## config.mk

```make
export PLATFORM = sky130hd
export DESIGN_NAME = mem_stage
export DESIGN_NICKNAME = d
export VERILOG_FILES = /design/src/rtl/mem_stage.sv
export SDC_FILE = /design/constraint.sdc
export NUM_CORES = 1
export LEC_CHECK = 0
export BUFFER_PORTS_ARGS = -buffer_cell sky130_fd_sc_hd__buf_4
export CAP_MARGIN = 0
export CORE_ASPECT_RATIO = 0.75
export CORE_UTILIZATION = 45
export DETAILED_ROUTE_END_ITERATION = 8
export PLACE_DENSITY_LB_ADDON = 0.2
export SLEW_MARGIN = 15
export SYNTH_ARGS = -nofsm -noshare
export SYNTH_HDL_FRONTEND = slang
export SYNTH_SLANG_ARGS = --single-unit
```

## constraint.sdc

```tcl
create_clock -name clk_i -period 2.9 [get_ports clk_i]
set_clock_uncertainty 0.05 [all_clocks]
set_input_delay 0.435 -clock clk_i [delete_from_list [all_inputs] [get_ports clk_i]]
set_output_delay 0.435 -clock clk_i [all_outputs]
set_load 0.005 [all_outputs]
```

## src/rtl/mem_stage.sv

```systemverilog
// mem_stage: MEM stage of the five-stage MIPS pipeline.
// It runs a req/ack transaction with data memory for loads and stores.
// While a transaction is outstanding it stalls upstream through mem_stall_o.
// It aligns and sign-extends load data and builds store byte enables.
// It drives the MEM/WB register and the write-back forwarding value.
// Ports:
//   clk_i, rst_i (async, active-low), start_i             pipeline control
//   RegWrite_i, MemToReg_i, MemRead_i, MemWrite_i,
//   RegAddr_i, WriteData_i, ALUdata_i                     EX/MEM register
//   mem_req_o, mem_we_o, mem_addr_o, mem_be_o, mem_wdata_o,
//   mem_ack_i, mem_rdata_i                                memory handshake
//   mem_stall_o                                           upstream stall (comb)
//   RegWrite_o, MemToReg_o, RegAddr_o, MemData_o, ALUdata_o  MEM/WB register
//   WB_RegData_o                                          forwarding value (comb)
//   misalign_o, bus_err_o                                 one-cycle error pulses
module mem_stage #(
    parameter int unsigned TIMEOUT_CYCLES = 255
) (
    input  logic        clk_i,
    input  logic        rst_i,
    input  logic        start_i,
    input  logic        RegWrite_i,
    input  logic        MemToReg_i,
    input  logic [1:0]  MemRead_i,
    input  logic [1:0]  MemWrite_i,
    input  logic [4:0]  RegAddr_i,
    input  logic [31:0] WriteData_i,
    input  logic [31:0] ALUdata_i,
    output logic        mem_req_o,
    output logic        mem_we_o,
    output logic [31:0] mem_addr_o,
    output logic [3:0]  mem_be_o,
    output logic [31:0] mem_wdata_o,
    input  logic        mem_ack_i,
    input  logic [31:0] mem_rdata_i,
    output logic        mem_stall_o,
    output logic        RegWrite_o,
    output logic        MemToReg_o,
    output logic [4:0]  RegAddr_o,
    output logic [31:0] MemData_o,
    output logic [31:0] ALUdata_o,
    output logic [31:0] WB_RegData_o,
    output logic        misalign_o,
    output logic        bus_err_o
);

    localparam int unsigned CNT_W = 8;

    typedef enum logic {IDLE, REQ} state_t;

    state_t            state_q, state_d;
    logic [CNT_W-1:0]  cnt_q;
    logic [1:0]        off_q, size_q;
    logic              is_write, is_mem, misaligned, timeout;
    logic [1:0]        size, off;
    logic              issue, complete, bypass, wb_en;
    logic [3:0]        be_d;
    logic [31:0]       wdata_d;
    logic [7:0]        byte_sel;
    logic [15:0]       half_sel;
    logic [31:0]       load_data;

    // Decode the EX/MEM access; a store wins over a simultaneous load
    assign is_write   = MemWrite_i != 2'd0;
    assign is_mem     = is_write || (MemRead_i != 2'd0);
    assign size       = is_write ? MemWrite_i : MemRead_i;
    assign off        = ALUdata_i[1:0];
    assign misaligned = ((size == 2'd2) && off[0]) || ((size == 2'd3) && (off != 2'd0));
    assign timeout    = cnt_q == CNT_W'(TIMEOUT_CYCLES - 1);

    // Next state, stall and MEM/WB strobes
    always_comb begin
        state_d     = state_q;
        mem_stall_o = 1'b0;
        issue       = 1'b0;
        complete    = 1'b0;
        bypass      = 1'b0;
        case (state_q)
            IDLE: begin
                if (start_i) begin
                    if (is_mem && !misaligned) begin
                        mem_stall_o = 1'b1;
                        issue       = 1'b1;
                        state_d     = REQ;
                    end else begin
                        bypass = 1'b1;
                    end
                end
            end
            REQ: begin
                // A timeout finishes the access just like an ack would
                if (mem_ack_i || timeout) begin
                    complete = 1'b1;
                    state_d  = IDLE;
                end else begin
                    mem_stall_o = 1'b1;
                end
            end
            default: state_d = IDLE;
        endcase
    end

    assign wb_en = complete || bypass;

    // Store lane placement (enables also describe load width)
    always_comb begin
        be_d    = 4'b0000;
        wdata_d = WriteData_i;
        case (size)
            2'd1: begin
                be_d    = 4'b0001 << off;
                wdata_d = {4{WriteData_i[7:0]}};
            end
            2'd2: begin
                be_d    = off[1] ? 4'b1100 : 4'b0011;
                wdata_d = {2{WriteData_i[15:0]}};
            end
            2'd3: be_d = 4'b1111;
            default: be_d = 4'b0000;
        endcase
    end

    // Load lane extraction from the offset captured at issue
    always_comb begin
        case (off_q)
            2'd0:    byte_sel = mem_rdata_i[7:0];
            2'd1:    byte_sel = mem_rdata_i[15:8];
            2'd2:    byte_sel = mem_rdata_i[23:16];
            default: byte_sel = mem_rdata_i[31:24];
        endcase
        half_sel = off_q[1] ? mem_rdata_i[31:16] : mem_rdata_i[15:0];
        case (size_q)
            2'd1:    load_data = {{24{byte_sel[7]}}, byte_sel};
            2'd2:    load_data = {{16{half_sel[15]}}, half_sel};
            2'd3:    load_data = mem_rdata_i;
            default: load_data = 32'd0;
        endcase
    end

    // FSM state, timeout counter and request fields
    always_ff @(posedge clk_i or negedge rst_i) begin
        if (!rst_i) begin
            state_q     <= IDLE;
            cnt_q       <= '0;
            mem_req_o   <= 1'b0;
            mem_we_o    <= 1'b0;
            mem_addr_o  <= 32'd0;
            mem_be_o    <= 4'd0;
            mem_wdata_o <= 32'd0;
            off_q       <= 2'd0;
            size_q      <= 2'd0;
        end else begin
            state_q   <= state_d;
            mem_req_o <= state_d == REQ;
            if (issue) begin
                cnt_q       <= '0;
                mem_we_o    <= is_write;
                mem_addr_o  <= {ALUdata_i[31:2], 2'b00};
                mem_be_o    <= be_d;
                mem_wdata_o <= wdata_d;
                off_q       <= off;
                size_q      <= size;
            end else if (state_q == REQ && !complete) begin
                cnt_q <= cnt_q + CNT_W'(1);
            end
        end
    end

    // MEM/WB register and error pulses
    always_ff @(posedge clk_i or negedge rst_i) begin
        if (!rst_i) begin
            RegWrite_o <= 1'b0;
            MemToReg_o <= 1'b0;
            RegAddr_o  <= 5'd0;
            MemData_o  <= 32'd0;
            ALUdata_o  <= 32'd0;
            misalign_o <= 1'b0;
            bus_err_o  <= 1'b0;
        end else begin
            misalign_o <= bypass && is_mem;
            bus_err_o  <= complete && !mem_ack_i;
            if (wb_en) begin
                // Misaligned or timed-out accesses must not write the register file
                RegWrite_o <= RegWrite_i && !(bypass && is_mem) && !(complete && !mem_ack_i);
                MemToReg_o <= MemToReg_i;
                RegAddr_o  <= RegAddr_i;
                ALUdata_o  <= ALUdata_i;
                MemData_o  <= (complete && mem_ack_i && !mem_we_o) ? load_data : 32'd0;
            end
        end
    end

    assign WB_RegData_o = MemToReg_o ? MemData_o : ALUdata_o;

endmodule

```

# ---- Yosys cells after proc, flatten, opt, wreduce, memory -nomap -nowiden
# Cells that the tools add are included.
dict set report word_totals {
  register_bits 153
  latch_bits 0
  ram_bits 0
  rom_bits 0
  input_bits 111
  output_inout_bits 176
  wordCells 73
  n_memories 0
}
dict set report op_classes {
  n_addsub 1
  mul 0
  div 0
  order_cmp 0
  eq_ne 9
  shifts 1
  n_mux 21
  bitwise_logic 1
  reduce_logical 25
}
# op n
set ops {}
lappend ops {{$pmux 32 s3} 1}
lappend ops {{$mux 32} 2}
lappend ops {{$pmux 32 s2} 1}
lappend ops {{$pmux 8 s3} 1}
lappend ops {{$mux 16} 1}
lappend ops {{$mux 8} 2}
lappend ops {{$pmux 4 s3} 1}
lappend ops {{$eq 2x2->1 const B} 5}
lappend ops {{$logic_and 1x1->1} 10}
lappend ops {{$mux 1} 9}
lappend ops {{$add 8x1->8 const B} 1}
lappend ops {{$eq 8x8->1 const B} 1}
lappend ops {{$reduce_bool 2->1} 4}
lappend ops {{$eq 2x1->1 const B} 3}
lappend ops {{$logic_not 1->1} 6}
lappend ops {{$logic_or 1x1->1} 4}
lappend ops {{$mux 4} 1}
lappend ops {{$shl 1x2->4 const A} 1}
lappend ops {{$logic_not 2->1} 1}
lappend ops {{$mux 2} 1}
lappend ops {{$pmux 1 s2} 1}
lappend ops {{$not 1->1} 1}

# ---- Depth between registers and ports, before layout
dict set report depth {
  depth_word 14
  mapped_depth 10
  mapped_depth_nobuf 8
}

# ---- Worst setup path after synthesis
# No wires, ideal clock.
dict set report synth_path {
  kind {in2reg}
  startpoint {in MemWrite_i[1]}
  endpoint {reg ALUdata_o[10]}
  setup_time_ns 0.125
  arrival_time_ns 2.119
  required_ns 2.725
  path_slack_ns 0.607
  stages 9
  n_path_buf 1
  path_cell_list {inv_1 a21oi_1 inv_1 ha_1 o21ai_0 nand3_2 a21oi_2 buf_2 mux2_2}
}
dict set report synth_between {
  elab_chain_len 11
  elab_cells_between_ends 14
  classes_between {eq/ne (2); mux (4); reduce/logical (8)}
}
# element line_no
set synth_lines {}
lappend synth_lines {{start, declared} 25} ;# input logic [1:0] MemWrite_i,
lappend synth_lines {{$reduce_bool 2->1 (*)} 64} ;# assign is_write = MemWrite_i != 2'd0;
lappend synth_lines {{$mux 2 (*)} 66} ;# assign size = is_write ? MemWrite_i : MemRead_i;
lappend synth_lines {{named net size[0]} 55} ;# logic [1:0] size, off;
lappend synth_lines {{$eq 2x2->1} 68} ;# assign misaligned = ((size == 2'd2) && off[0]) || ((size == 2'd3) && (off != 2'd0));
lappend synth_lines {{$logic_and 1x1->1} 68}
lappend synth_lines {{$logic_or 1x1->1 (*)} 68}
lappend synth_lines {{$logic_not 1->1 (*)} 81} ;# if (is_mem && !misaligned) begin
lappend synth_lines {{$logic_and 1x1->1 (*)} 81}
lappend synth_lines {{$mux 1 (*)} 81}
lappend synth_lines {{$mux 1 (*)} 80} ;# if (start_i) begin
lappend synth_lines {{$mux 1 (*)} 78} ;# case (state_q)
lappend synth_lines {{$logic_or 1x1->1 (*)} 103} ;# assign wb_en = complete || bypass;
lappend synth_lines {{end signal, assigned} 187} ;# ALUdata_o <= ALUdata_i;
lappend synth_lines {{end, declared} 41} ;# output logic [31:0] ALUdata_o,
# Mark *: on every way through the listed nets, which the timed path passes. The rest lies on a longest branch.
# A chain may end at the register's enable or synchronous reset.

# ---- Worst setup path in the final report
dict set report layout_path {
  startpoint {reg cnt_q[0]}
  endpoint {out mem_stall_o}
}
dict set report layout_between {
  elab_chain_len 4
}
# element line_no
set layout_lines {}
lappend layout_lines {{start, declared} 52} ;# logic [CNT_W-1:0] cnt_q;
lappend layout_lines {{start signal, assigned} 164} ;# cnt_q <= cnt_q + CNT_W'(1);
lappend layout_lines {{$eq 8x8->1} 69} ;# assign timeout = cnt_q == CNT_W'(TIMEOUT_CYCLES - 1);
lappend layout_lines {{$logic_or 1x1->1} 92} ;# if (mem_ack_i || timeout) begin
lappend layout_lines {{$mux 1} 92}
lappend layout_lines {{$pmux 1 s2} 78}
lappend layout_lines {{end, declared} 36} ;# output logic mem_stall_o,
# No other way between the ends.

==> run summary <==
The flow ran to the end, and the final reports show no timing, DRC or antenna violations. The highest attainable clock frequency is 0.395 GHz. The first-pass iteration count of the detailed router is 4.

From bottom edge to top edge, the die measures 112 um. The floorplan die area is around 17,000 um2. The clock sink count came out at ~150. The count of distinct cell types in the synthesized netlist is slightly below 50. The worst reg2reg path depth came out at 4. The final cycle utilization of the critical path is between 80% and 90%.

Buffers added to address setup during post-CTS repair amount to 0. The number of diodes added for antenna fixing is 0. The number of setup violations in the final report came out at 0.

The die is between 100 and 150 um wide. For the worst-skew pair, the clock arrives at the later sink with an insertion delay of about 0.42 ns. The worst hold path cell count came out at 3. Dividing the detail-routed via count by the number of cells gives 5.24.

The async set-or-reset flop fraction in the synthesized netlist is 100%. For this design the ratio of total power to cell area is roughly 770 nW/um2. Summing every instance area after synthesis gives 7240 um2. The largest fanout on the critical path is 7. In this run the worst hold path is classified as in -> reg. The count of flip-flops with a built-in enable after synthesis is 0. The setup TNS came out at 0 ns.

The part of the Yosys area used for sequential elements came out at between 50% and 60%. For this run the aggregate overflow at the end of global routing stands at 0. During synthesis, Yosys emitted a total of 0 warnings. Across the VDD grid, the largest voltage drop is 409 uV. The type of element capturing the critical path is a primary output. The combined global-route utilization of all metal layers came out at roughly a quarter.

Registers take around 3800 um2. Setup slack closes at ~0.37 ns. The fraction of post-synthesis cell area in the top cell type by area is between 50 and 60%. The sum of net half-perimeters after detailed placement came out at about 15,000 um.

The final net count is ~1,100. The switching part of the total power is 31.0%. The clock share of power is between 20% and 30%. The count of cells in the finished layout, fillers not included, comes to 1,179. The sequential power share is a little under 40%. The most critical setup path has its endpoint at mem_stall_o. Sorting the synthesized cells by how often they occur yields 172 x nand2_1, 153 x dfrtp_1, 77 x mux2_2, 31 x o21ai_0, 28 x clkbuf_1. The post-layout total power came out at 0.00781 W.

The relative slew slack came out at ~28%. The worst setup path is of the reg -> out kind. The standby leakage power came out at just over 5 nW.

The number of buffers on the longest clock path is 2. In this run the power spent charging and discharging nets is 0.00242 W. The wire length of the first global-routing pass came out at 32,900 um.

After clock tree synthesis, the clock-pin slew on the worst setup and hold paths is 0.06 ns. The quantity of I/O buffers inserted on ports came out at 284. The H-tree was split into 4 levels. At the end of the flow the core is filled with cells to 65.4%. Setup repair after global routing left no endpoint under its margin. The starting density of the core came out at between 40% and 50%. The logic gate share of total power is a little over a third. The max-slew violation total from the final report is 0. The row count came out at 39. The clock period minus final worst setup slack came out at about 2.5 ns. CTS placed an instance of clkbuf_16 at the clock tree root. The number of cells in the design after placement came out at 1,147. At the pin with the least slew margin, the transition time is ~1.1 ns. The number of fillers in the final layout came out at between 1,000 and 1,500. Data arrives at the worst endpoint at 2.05 ns. The detail route stage leaves a number of antenna-violating nets equal to 0. The via count of the first global-routing pass came out at 6,044. The wire length per cell is 17.5 um. dfrtp_1 takes more of the synthesized area than any other cell. The number of DRC violations after detailed-routing iteration 0 came out at around 310. The final route contains 6,183 vias. Cells with a size suffix above 1 make up a little over two fifths of the layout. The pin count of the biggest net entering global routing came out at a little over 60. The worst register-to-register path ends at MemData_o[8]. The final number of hold-violating endpoints was 0. The flip-flop and latch count after synthesis is roughly 150. The total wire length after detailed routing came out at just over 20,000 um.

The synthesized area divided by synthesized cell count is approximately 10 um2. The number of top-level pins is 287. Data on the critical path is required at its endpoint by approximately 2.4 ns. The most common cell in the synthesized netlist is nand2_1.

The most instantiated flip-flop cell in the synthesis netlist is dfrtp_1. Across the run, the number of max-cap violations was 0. The number of gates given a new drive strength after cts is 0. The post-placement worst setup slack came out at 0.211 ns. The worst-case register-to-register setup slack is around 0.7 ns.

The initial antenna violation count is 0. Cell internal power was estimated by the tool at between 0.005 and 0.006 W. The final weighted congestion of routability-driven global placement came out at about 0.85. STA classifies the critical path startpoint as a register. The number of instances in the synthesized netlist is approximately 700. The floorplan step defined a core boundary enclosing between 15,000 and 20,000 um2. The critical path starts at cnt_q[0]. The TritonCTS clock tree is built. The critical register-to-register path startpoint is off_q[1]. The combined area of the multi-input logic cells is between 3000 and 4000 um2. Ranked by total cell area, the synthesized netlist is headed by dfrtp_1 53%, mux2_2 12%, nand2_1 8.9%. The area growth from synthesis to final layout is 39.7%. Clock tree synthesis inserted a total of 17 buffers. The remaining design rule violation count is 0.
kinds of logic (layout without fill, tap and decap cells):
family / after synthesis / count (layout) / synth area share [%]
simple gates: 226 / 226 / 12.9
flops: 153 / 153 / 52.9
compound gates: 144 / 144 / 13.5
mux: 102 / 102 / 15.6
buf+inv: 59 / 338 / 3.73
fa+ha+maj: 6 / 6 / 1.04
xor+xnor: 3 / 3 / 0.363
other cells: 1 / 2 / 0.0518
cell type report:
cell class,instances,area share (%)
clock buffers,20,4.62
well taps,205,2.54
flip-flops and latches,153,37.9
multi-input cells,483,31.2
repair buffers,299,22.8
clock inverters,11,0.742
inverters,8,0.297
worst min-delay path by stage:
stage | startpoint | endpoint | slack, ns
floorplan | rst_i | ALUdata_o[0] | 0.09
global placement | rst_i | cnt_q[6] | 0.37
detailed placement | rst_i | cnt_q[6] | 0.37
CTS | ALUdata_i[3] | mem_addr_o[3] | 0.16
global route | ALUdata_i[29] | mem_addr_o[29] | 0.15
finish | ALUdata_i[18] | mem_addr_o[18] | 0.17
registers in the layout, summed over array words and instances, names as in the netlist:
signal       flops
MemData_o       32
off_q            2
bus_err_o        1
misalign_o       1
mem_be_o         4
RegWrite_o       1
ALUdata_o       32
mem_we_o         1
mem_addr_o      30
cnt_q            8
state_q          1
mem_wdata_o     32
MemToReg_o       1
RegAddr_o        5
size_q           2
power groups by stage:
stage / combinational (W) / clock [W] / sequential (W)
2_1_floorplan: 0.00124 / 0 / 0.00304
3_3_place_gp: 0.00270 / 0 / 0.00308
3_5_place_dp: 0.00274 / 0 / 0.00310
4_1_cts: 0.00276 / 0.00207 / 0.00307
5_1_grt: 0.00298 / 0.00218 / 0.00315
6_report: 0.00272 / 0.00202 / 0.00307
timing repair:
action,4_1_cts,5_1_grt
endpoints found under the setup margin,0,0
endpoints found under the hold margin,49,0
hold buffers,1,0
cell usage in the layout, fill, tap and decap left out, types with 4 or more instances in the layout:
master       n
mux2_2      77
dfrtp_1    153
nand2b_1     5
mux2_1       8
ha_1         6
a31oi_1     18
nor2_1      25
a221o_1      7
a21o_1      18
a21oi_1     19
clkbuf_16   17
clkinv_2     5
o211ai_1    10
o2bb2ai_1   15
inv_1        8
clkinv_4     4
mux2i_1     17
buf_12       4
a221oi_1     8
nand2_1    172
o22ai_1      8
o21ai_0     31
buf_4      293
critical path, stage by stage (launching register included):
cell and delay (ns):
dfrtp_1 0.42, inv_1 0.08, ha_1 0.16, nand4_1 0.23, o21ai_0 0.46, nand2_1 0.14
buf_4 0.16
layer usage:
layer	wire, um	part of all wire, %	GRT usage, %	up-vias
met5	0	0	0	-
met2	9850	48	40.6	200
met1	9360	45	35.1	3010
met3	1280	6.2	6.60	16
li1	-	-	-	2957
met4	201	0.97	6.32	0
stage by stage:
step / instance area [um2] / hold WS [ns]
CTS: 10100 / 0.155
global placement: 9560 / 0.371
detailed placement: 9560 / 0.369
finish: 10100 / 0.166
floorplan: 7240 / 0.0894
global route: 10100 / 0.149
(Power assumes the default switching activity.)
